<file path="config.mk">
export PLATFORM = sky130hd
export DESIGN_NAME = ifmap_mem_stream
export DESIGN_NICKNAME = d
export VERILOG_FILES = /design/src/rtl/ifmap_mem_stream.sv
export SDC_FILE = /design/constraint.sdc
export NUM_CORES = 2
export LEC_CHECK = 0
export BUFFER_PORTS_ARGS = -buffer_cell sky130_fd_sc_hd__clkbuf_2
export CORE_MARGIN = 5
export CORE_UTILIZATION = 47
export DETAILED_ROUTE_END_ITERATION = 8
export HOLD_SLACK_MARGIN = 0.02
export PLACE_DENSITY = 0.62
export SYNTH_ARGS = -nofsm -noshare
export SYNTH_HDL_FRONTEND = slang
export SYNTH_SLANG_ARGS = --single-unit
export TNS_END_PERCENT = 20
</file>
<file path="constraint.sdc">
create_clock -name clk -period 11.25 [get_ports clk]
set_input_delay 1.125 -clock clk [delete_from_list [all_inputs] [get_ports clk]]
set_output_delay 1.125 -clock clk [all_outputs]
set_load 0.01 [all_outputs]
</file>
<file path="src/rtl/ifmap_mem_stream.sv">
// Input-feature-map memory: bit-serial load of NUM_TS binary spike maps, then a row burst to
// every PE on start/timestep-done, then per-PE next-row replies as {dest, opcode, data}.
module ifmap_mem_stream #(
  parameter int unsigned IFMAP_SIZE   = 25,
  parameter int unsigned NUM_TS       = 2,
  parameter int unsigned NUM_PE       = 5,
  parameter int unsigned PE_BASE_ID   = 5,
  parameter int unsigned ADDR_W       = 4,
  parameter int unsigned OP_W         = 4,
  parameter int unsigned OP_START     = 0,
  parameter int unsigned OP_TS_DONE   = 15,
  parameter int unsigned OP_PPE_INPUT = 1,
  parameter int unsigned OP_EOR       = 14,
  parameter int unsigned PKT_W        = ADDR_W + OP_W + IFMAP_SIZE,
  localparam int unsigned TS_W        = (NUM_TS > 1) ? $clog2(NUM_TS) : 1,
  localparam int unsigned IDX_W       = (IFMAP_SIZE > 1) ? $clog2(IFMAP_SIZE) : 1
) (
  input  logic             clk,
  input  logic             rst,
  input  logic             load_valid,
  output logic             load_ready,
  input  logic [TS_W-1:0]  load_ts,
  input  logic [IDX_W-1:0] load_row,
  input  logic [IDX_W-1:0] load_col,
  input  logic             load_data,
  output logic             load_done,
  input  logic             req_valid,
  output logic             req_ready,
  input  logic [PKT_W-1:0] req_pkt,
  output logic             out_valid,
  input  logic             out_ready,
  output logic [PKT_W-1:0] out_pkt,
  output logic [TS_W-1:0]  cur_ts,
  output logic             err_bad_op
);

  localparam int unsigned NUM_ROWS = NUM_TS * IFMAP_SIZE;
  localparam int unsigned TOTAL    = NUM_ROWS * IFMAP_SIZE;
  localparam int unsigned CNT_W    = $clog2(TOTAL + 1);
  localparam int unsigned PTR_W    = $clog2(IFMAP_SIZE + 1);
  localparam int unsigned MEM_AW   = (NUM_ROWS > 1) ? $clog2(NUM_ROWS) : 1;
  localparam int unsigned PE_W     = (NUM_PE > 1) ? $clog2(NUM_PE) : 1;

  typedef enum logic [1:0] {StIdle, StServe, StBurst, StReply} state_e;

  state_e                state_q;
  logic [IFMAP_SIZE-1:0] mem [NUM_ROWS];
  logic [TS_W-1:0]       cur_ts_q;
  logic [PTR_W-1:0]      ptr_q [NUM_PE];
  logic [PE_W-1:0]       bst_q;
  logic [CNT_W-1:0]      cnt_q;
  logic                  load_done_q;
  logic                  out_valid_q;
  logic [PKT_W-1:0]      out_pkt_q;
  logic                  err_q;

  function automatic logic [MEM_AW-1:0] row_addr(input logic [TS_W-1:0]  ts,
                                                 input logic [PTR_W-1:0] row);
    return MEM_AW'(ts) * MEM_AW'(IFMAP_SIZE) + MEM_AW'(row);
  endfunction

  function automatic logic [PKT_W-1:0] mk_pkt(input logic [ADDR_W-1:0]     dest,
                                              input logic [OP_W-1:0]       op,
                                              input logic [IFMAP_SIZE-1:0] data);
    return {dest, op, data};
  endfunction

  // Extra MSB on the range checks keeps them meaningful for any parameter set.
  logic              load_ok;
  logic [MEM_AW-1:0] wr_addr;
  assign load_ok = load_valid
                && ({1'b0, load_ts}  < (TS_W + 1)'(NUM_TS))
                && ({1'b0, load_row} < (IDX_W + 1)'(IFMAP_SIZE))
                && ({1'b0, load_col} < (IDX_W + 1)'(IFMAP_SIZE));
  assign wr_addr = row_addr(load_ts, PTR_W'(load_row));

  always_ff @(posedge clk) begin
    if (load_ok) begin
      mem[wr_addr][load_col] <= load_data;
    end
  end

  logic [ADDR_W-1:0] req_src;
  logic [OP_W-1:0]   req_op;
  logic              req_fire;
  logic              req_is_burst;
  logic              req_is_pe;
  logic [PE_W-1:0]   req_pe;
  logic [TS_W-1:0]   ts_nxt;
  logic [TS_W-1:0]   burst_ts;
  logic [PE_W-1:0]   bst_nxt;
  logic              unused_req_data;

  assign req_src      = req_pkt[PKT_W-1 -: ADDR_W];
  assign req_op       = req_pkt[PKT_W-ADDR_W-1 -: OP_W];
  assign req_fire     = req_valid && req_ready;
  assign req_is_burst = (req_op == OP_W'(OP_START)) || (req_op == OP_W'(OP_TS_DONE));
  assign req_is_pe    = (int'(req_op) == int'(req_src)) && (int'(req_src) >= PE_BASE_ID)
                     && (int'(req_src) < PE_BASE_ID + NUM_PE);
  assign req_pe       = PE_W'(req_src - ADDR_W'(PE_BASE_ID));
  assign ts_nxt       = (cur_ts_q == TS_W'(NUM_TS - 1)) ? '0 : cur_ts_q + TS_W'(1);
  assign burst_ts     = (req_op == OP_W'(OP_TS_DONE)) ? ts_nxt : cur_ts_q;
  assign bst_nxt      = bst_q + PE_W'(1);
  assign unused_req_data = ^req_pkt[IFMAP_SIZE-1:0];

  always_ff @(posedge clk or posedge rst) begin
    if (rst) begin
      state_q     <= StIdle;
      cur_ts_q    <= '0;
      bst_q       <= '0;
      cnt_q       <= '0;
      load_done_q <= 1'b0;
      out_valid_q <= 1'b0;
      out_pkt_q   <= '0;
      err_q       <= 1'b0;
      for (int k = 0; k < NUM_PE; k++) begin
        ptr_q[k] <= '0;
      end
    end else begin
      if (load_ok && (cnt_q != CNT_W'(TOTAL))) begin
        cnt_q <= cnt_q + CNT_W'(1);
      end
      load_done_q <= (cnt_q == CNT_W'(TOTAL));

      unique case (state_q)
        StIdle: begin
          if (load_done_q) state_q <= StServe;
        end
        StServe: begin
          if (req_fire) begin
            if (req_is_burst) begin
              cur_ts_q    <= burst_ts;
              bst_q       <= '0;
              out_valid_q <= 1'b1;
              out_pkt_q   <= mk_pkt(ADDR_W'(PE_BASE_ID), OP_W'(OP_PPE_INPUT),
                                    mem[row_addr(burst_ts, '0)]);
              state_q     <= StBurst;
            end else if (req_is_pe) begin
              out_valid_q <= 1'b1;
              state_q     <= StReply;
              if (ptr_q[req_pe] < PTR_W'(IFMAP_SIZE)) begin
                out_pkt_q     <= mk_pkt(req_src, OP_W'(OP_PPE_INPUT),
                                        mem[row_addr(cur_ts_q, ptr_q[req_pe])]);
                ptr_q[req_pe] <= ptr_q[req_pe] + PTR_W'(1);
              end else begin
                out_pkt_q <= mk_pkt(req_src, OP_W'(OP_EOR), '0);
              end
            end else begin
              err_q <= 1'b1;
            end
          end
        end
        StBurst: begin
          if (out_ready) begin
            if (bst_q == PE_W'(NUM_PE - 1)) begin
              out_valid_q <= 1'b0;
              state_q     <= StServe;
              // Each PE already holds its first row, so its next request is row k+1.
              for (int k = 0; k < NUM_PE; k++) begin
                ptr_q[k] <= PTR_W'(k + 1);
              end
            end else begin
              bst_q     <= bst_nxt;
              out_pkt_q <= mk_pkt(ADDR_W'(PE_BASE_ID) + ADDR_W'(bst_nxt), OP_W'(OP_PPE_INPUT),
                                  mem[row_addr(cur_ts_q, PTR_W'(bst_nxt))]);
            end
          end
        end
        StReply: begin
          if (out_ready) begin
            out_valid_q <= 1'b0;
            state_q     <= StServe;
          end
        end
      endcase
    end
  end

  assign load_ready = 1'b1;
  assign load_done  = load_done_q;
  assign req_ready  = (state_q == StServe) && load_done_q;
  assign out_valid  = out_valid_q;
  assign out_pkt    = out_pkt_q;
  assign cur_ts     = cur_ts_q;
  assign err_bad_op = err_q;

endmodule

</file>
==> results.json <==
{
  "vias": 42893,
  "syn_area_per_cell_sq_um": 13.5,
  "path_max_fanout": 40,
  "vdd_drop_max_mv": 0.159,
  "pre_cts_slack_ns": 4.27,
  "cts_resized": 0,
  "syn_inst": 4843,
  "final_cell_area_sq_um": 71900,
  "nets": 4756,
  "syn_to_final_growth_pct": 10.1,
  "drc": 0,
  "grt_start_max_net_pins": 247,
  "final_max_slew_viol_count": 0,
  "clkSinkCount": 1326,
  "clk_latency_ns": 0.80,
  "grt_pass1_wl_mm": 285,
  "status": "finished clean",
  "hold_viol": 0,
  "cts.clk_slew.worst_paths_ns": 0.06,
  "dpl.hpwl_mm": 110,
  "worst_pin_slew_ns": 1.33,
  "synthTopCellsByArea": "edfxtp_1 (57%), mux4_2 (16%), nor2_1 (7.7%), mux2i_1 (3.3%), dfrtp_1 (2.9%)",
  "drt_first_pass_iters": 6,
  "synth_top_area_share_pct": 57.5,
  "die_w_um": 383,
  "die_area_sq_um": 147000,
  "fmax_ghz": 0.158,
  "ys_ff_latch": 1326,
  "synth_edf_count": 1250,
  "start_util_pct": 47.4,
  "ys_types": 68,
  "syn_nets": 4912,
  "slew_headroom_pct": 10.7,
  "critPathCaptureType": "flop",
  "htreeDepth": 4,
  "worst_slack_ns": 4.91,
  "ant_nets": 0,
  "maxCapViolCount": 0,
  "power_density_nw_per_um2": 150,
  "rsz0062_at_grt": "false",
  "grt_pass1_vias": 42004,
  "die_y_um": 383,
  "ys_async_sr_fraction_pct": 5.73,
  "rows": 136,
  "vias_per_cell": 6.50,
  "yosysWarnings": 0,
  "synth_seq_area_share_pct": 60.4,
  "fin_crit_ns": 6.34,
  "cts_made_buffers": 143,
  "power.leakage_nw": 22.1,
  "final_layout_size_suffix_gt1_share_pct": 19.5,
  "fillers": 11606,
  "worst-setup-path-type": "in2reg",
  "synth_flop_cell": "edfxtp_1",
  "yosys.area.top_type": "edfxtp_1",
  "post_cts_buffers": 0,
  "syn-cell-area_sq_um": 65300,
  "worst_setup_path_start_kind": "primary input",
  "final_common_cell": "nor2_1",
  "timing.reg2reg.setup_slack_ns": 5.80,
  "place_area_sq_um": 67200,
  "gp_congestion": 0.884,
  "arrival_ns": 7.00,
  "track_usage_pct": 26.5,
  "portBuffers": 62,
  "grt_antenna_before_repair": 12,
  "cts_buffer_depth": 3,
  "skew_ns": 0.0214,
  "layout.cells.most_common_list": "nor2_1 (1,340), edfxtp_1 (1,250), mux4_2 (462)",
  "coreArea_sq_um": 138000,
  "ios": 89,
  "wl_per_cell_um": 29.8,
  "finalSetupTns_ns": 0,
  "period_share_pct": 56.3,
  "routed_wl_mm": 196,
  "grt_overflow": 0,
  "drt_iter0_markers": 5714,
  "cts_tree": "done",
  "timing.final.setup_violations": 0,
  "hp-class": "in2async",
  "postCtsHoldBufs": 0,
  "clock-root-buffer": "clkbuf_16",
  "required_ns": 11.91
}
## Yosys cell counts, drive strengths merged (3+ instances only)
master	count
nand2b	6
nor2b	7
clkbuf	382
mux2	25
and3	7
a21oi	99
nor2	1343
nand4	11
and2	6
nand2	254
and4	4
edfxtp	1250
o2111ai	10
inv	20
ha	19
nor3	23
a31o	10
o311ai	18
a32oi	17
o21ai	74
a311o	15
xnor2	16
dfrtp	76
a31oi	22
a21o	25
a221oi	19
mux2i	217
or3	17
o31ai	22
o2bb2ai	4
nor4	3
a22o	23
xor2	11
a22oi	34
nor3b	43
mux4	462
buf	76
nand3	94
o221ai	15
a211oi	41
## logic make-up after synthesis
logic type	Yosys count	synth area share (%)
AO/OA/AOI/OAI	463	4.96
other	1	0.00574
adder cells (fa/ha/maj)	19	0.364
multiplexers	704	19.7
buffers and inverters	478	2.90
flip-flops	1326	60.4
XOR/XNOR	27	0.374
AND/OR/NAND/NOR	1825	11.3
## metrics by stage
step	hold WS, ns	utilization, %	total power [mW]	cells
after floorplan	0.442	-	5.87	4843
after global placement	0.454	48.7	6.10	6336
after detailed placement	0.460	48.7	6.11	6336
after CTS	0.372	52.2	10.8	6596
after global routing	0.408	52.2	11.1	6596
final	0.389	52.2	10.8	6598
## path summary, 6_finish.rpt
path | startpoint | end | depth (start not counted)
worst min-delay path | rst | out_pkt[17]$_DFFE_PP0P_ | 2
max in group asynchronous | rst | cur_ts$_DFFE_PP0P_ | 3
min in group clk | cnt_q[10]$_DFFE_PP0P_ | cnt_q[10]$_DFFE_PP0P_ | 1
worst min register to register | cnt_q[10]$_DFFE_PP0P_ | cnt_q[10]$_DFFE_PP0P_ | 1
worst max register to register | cur_ts$_DFFE_PP0P_ | out_pkt[21]$_DFFE_PP0P_ | 12
worst max-delay path | req_pkt[29] | out_pkt[8]$_DFFE_PP0P_ | 16
## routing by layer
layer / global-route usage [%] / vias up / share of wire, %
li1: - / 17928 / -
met1: 36.5 / 22160 / 39
met2: 41.7 / 2389 / 46
met3: 6.61 / 406 / 11
met4: 9.24 / 10 / 3.6
met5: 0 / - / 0.035
## registers in the layout (all words and copies together) (netlist names)
signal	flops
out_valid	1
bst_q	3
cnt_q	11
load_done	1
ptr_q	25
mem	1250
state_q	2
out_pkt	31
err_bad_op	1
cur_ts	1
## final cells by class
| class | count | area (sq um) | area share (%) |
|---|---|---|---|
| clock buffers | 188 | 3960 | 5.51 |
| flip-flops and latches | 1326 | 39400 | 54.8 |
| diodes | 2 | 5.00 | 0.00696 |
| well taps | 1794 | 2240 | 3.12 |
| inverters | 20 | 77.6 | 0.108 |
| repair buffers | 157 | 1160 | 1.61 |
| multi-input cells | 3039 | 24300 | 33.7 |
| clock inverters | 72 | 761 | 1.06 |
## worst max-delay path, stage by stage
cell and delay [ns]:
clkbuf_2 0.38, inv_1 0.18, ha_1 0.31, xor2_1 0.78, nor2_1 0.24, a22o_1 0.34, ha_1 0.44, nor2b_1 0.22
a41o_1 0.23, a311oi_4 0.25, buf_4 0.33, buf_4 0.70, mux2_2 0.45, o2111ai_1 0.62, a31o_2 0.28, a21oi_1 0.07
## power by group
part	internal, mW	total [mW]	switching [mW]
clock	2.77	4.77	2.00
combinational	0.202	0.587	0.386
sequential	5.41	5.42	0.0136
Note: power is estimated with default switching activity, not from simulation.
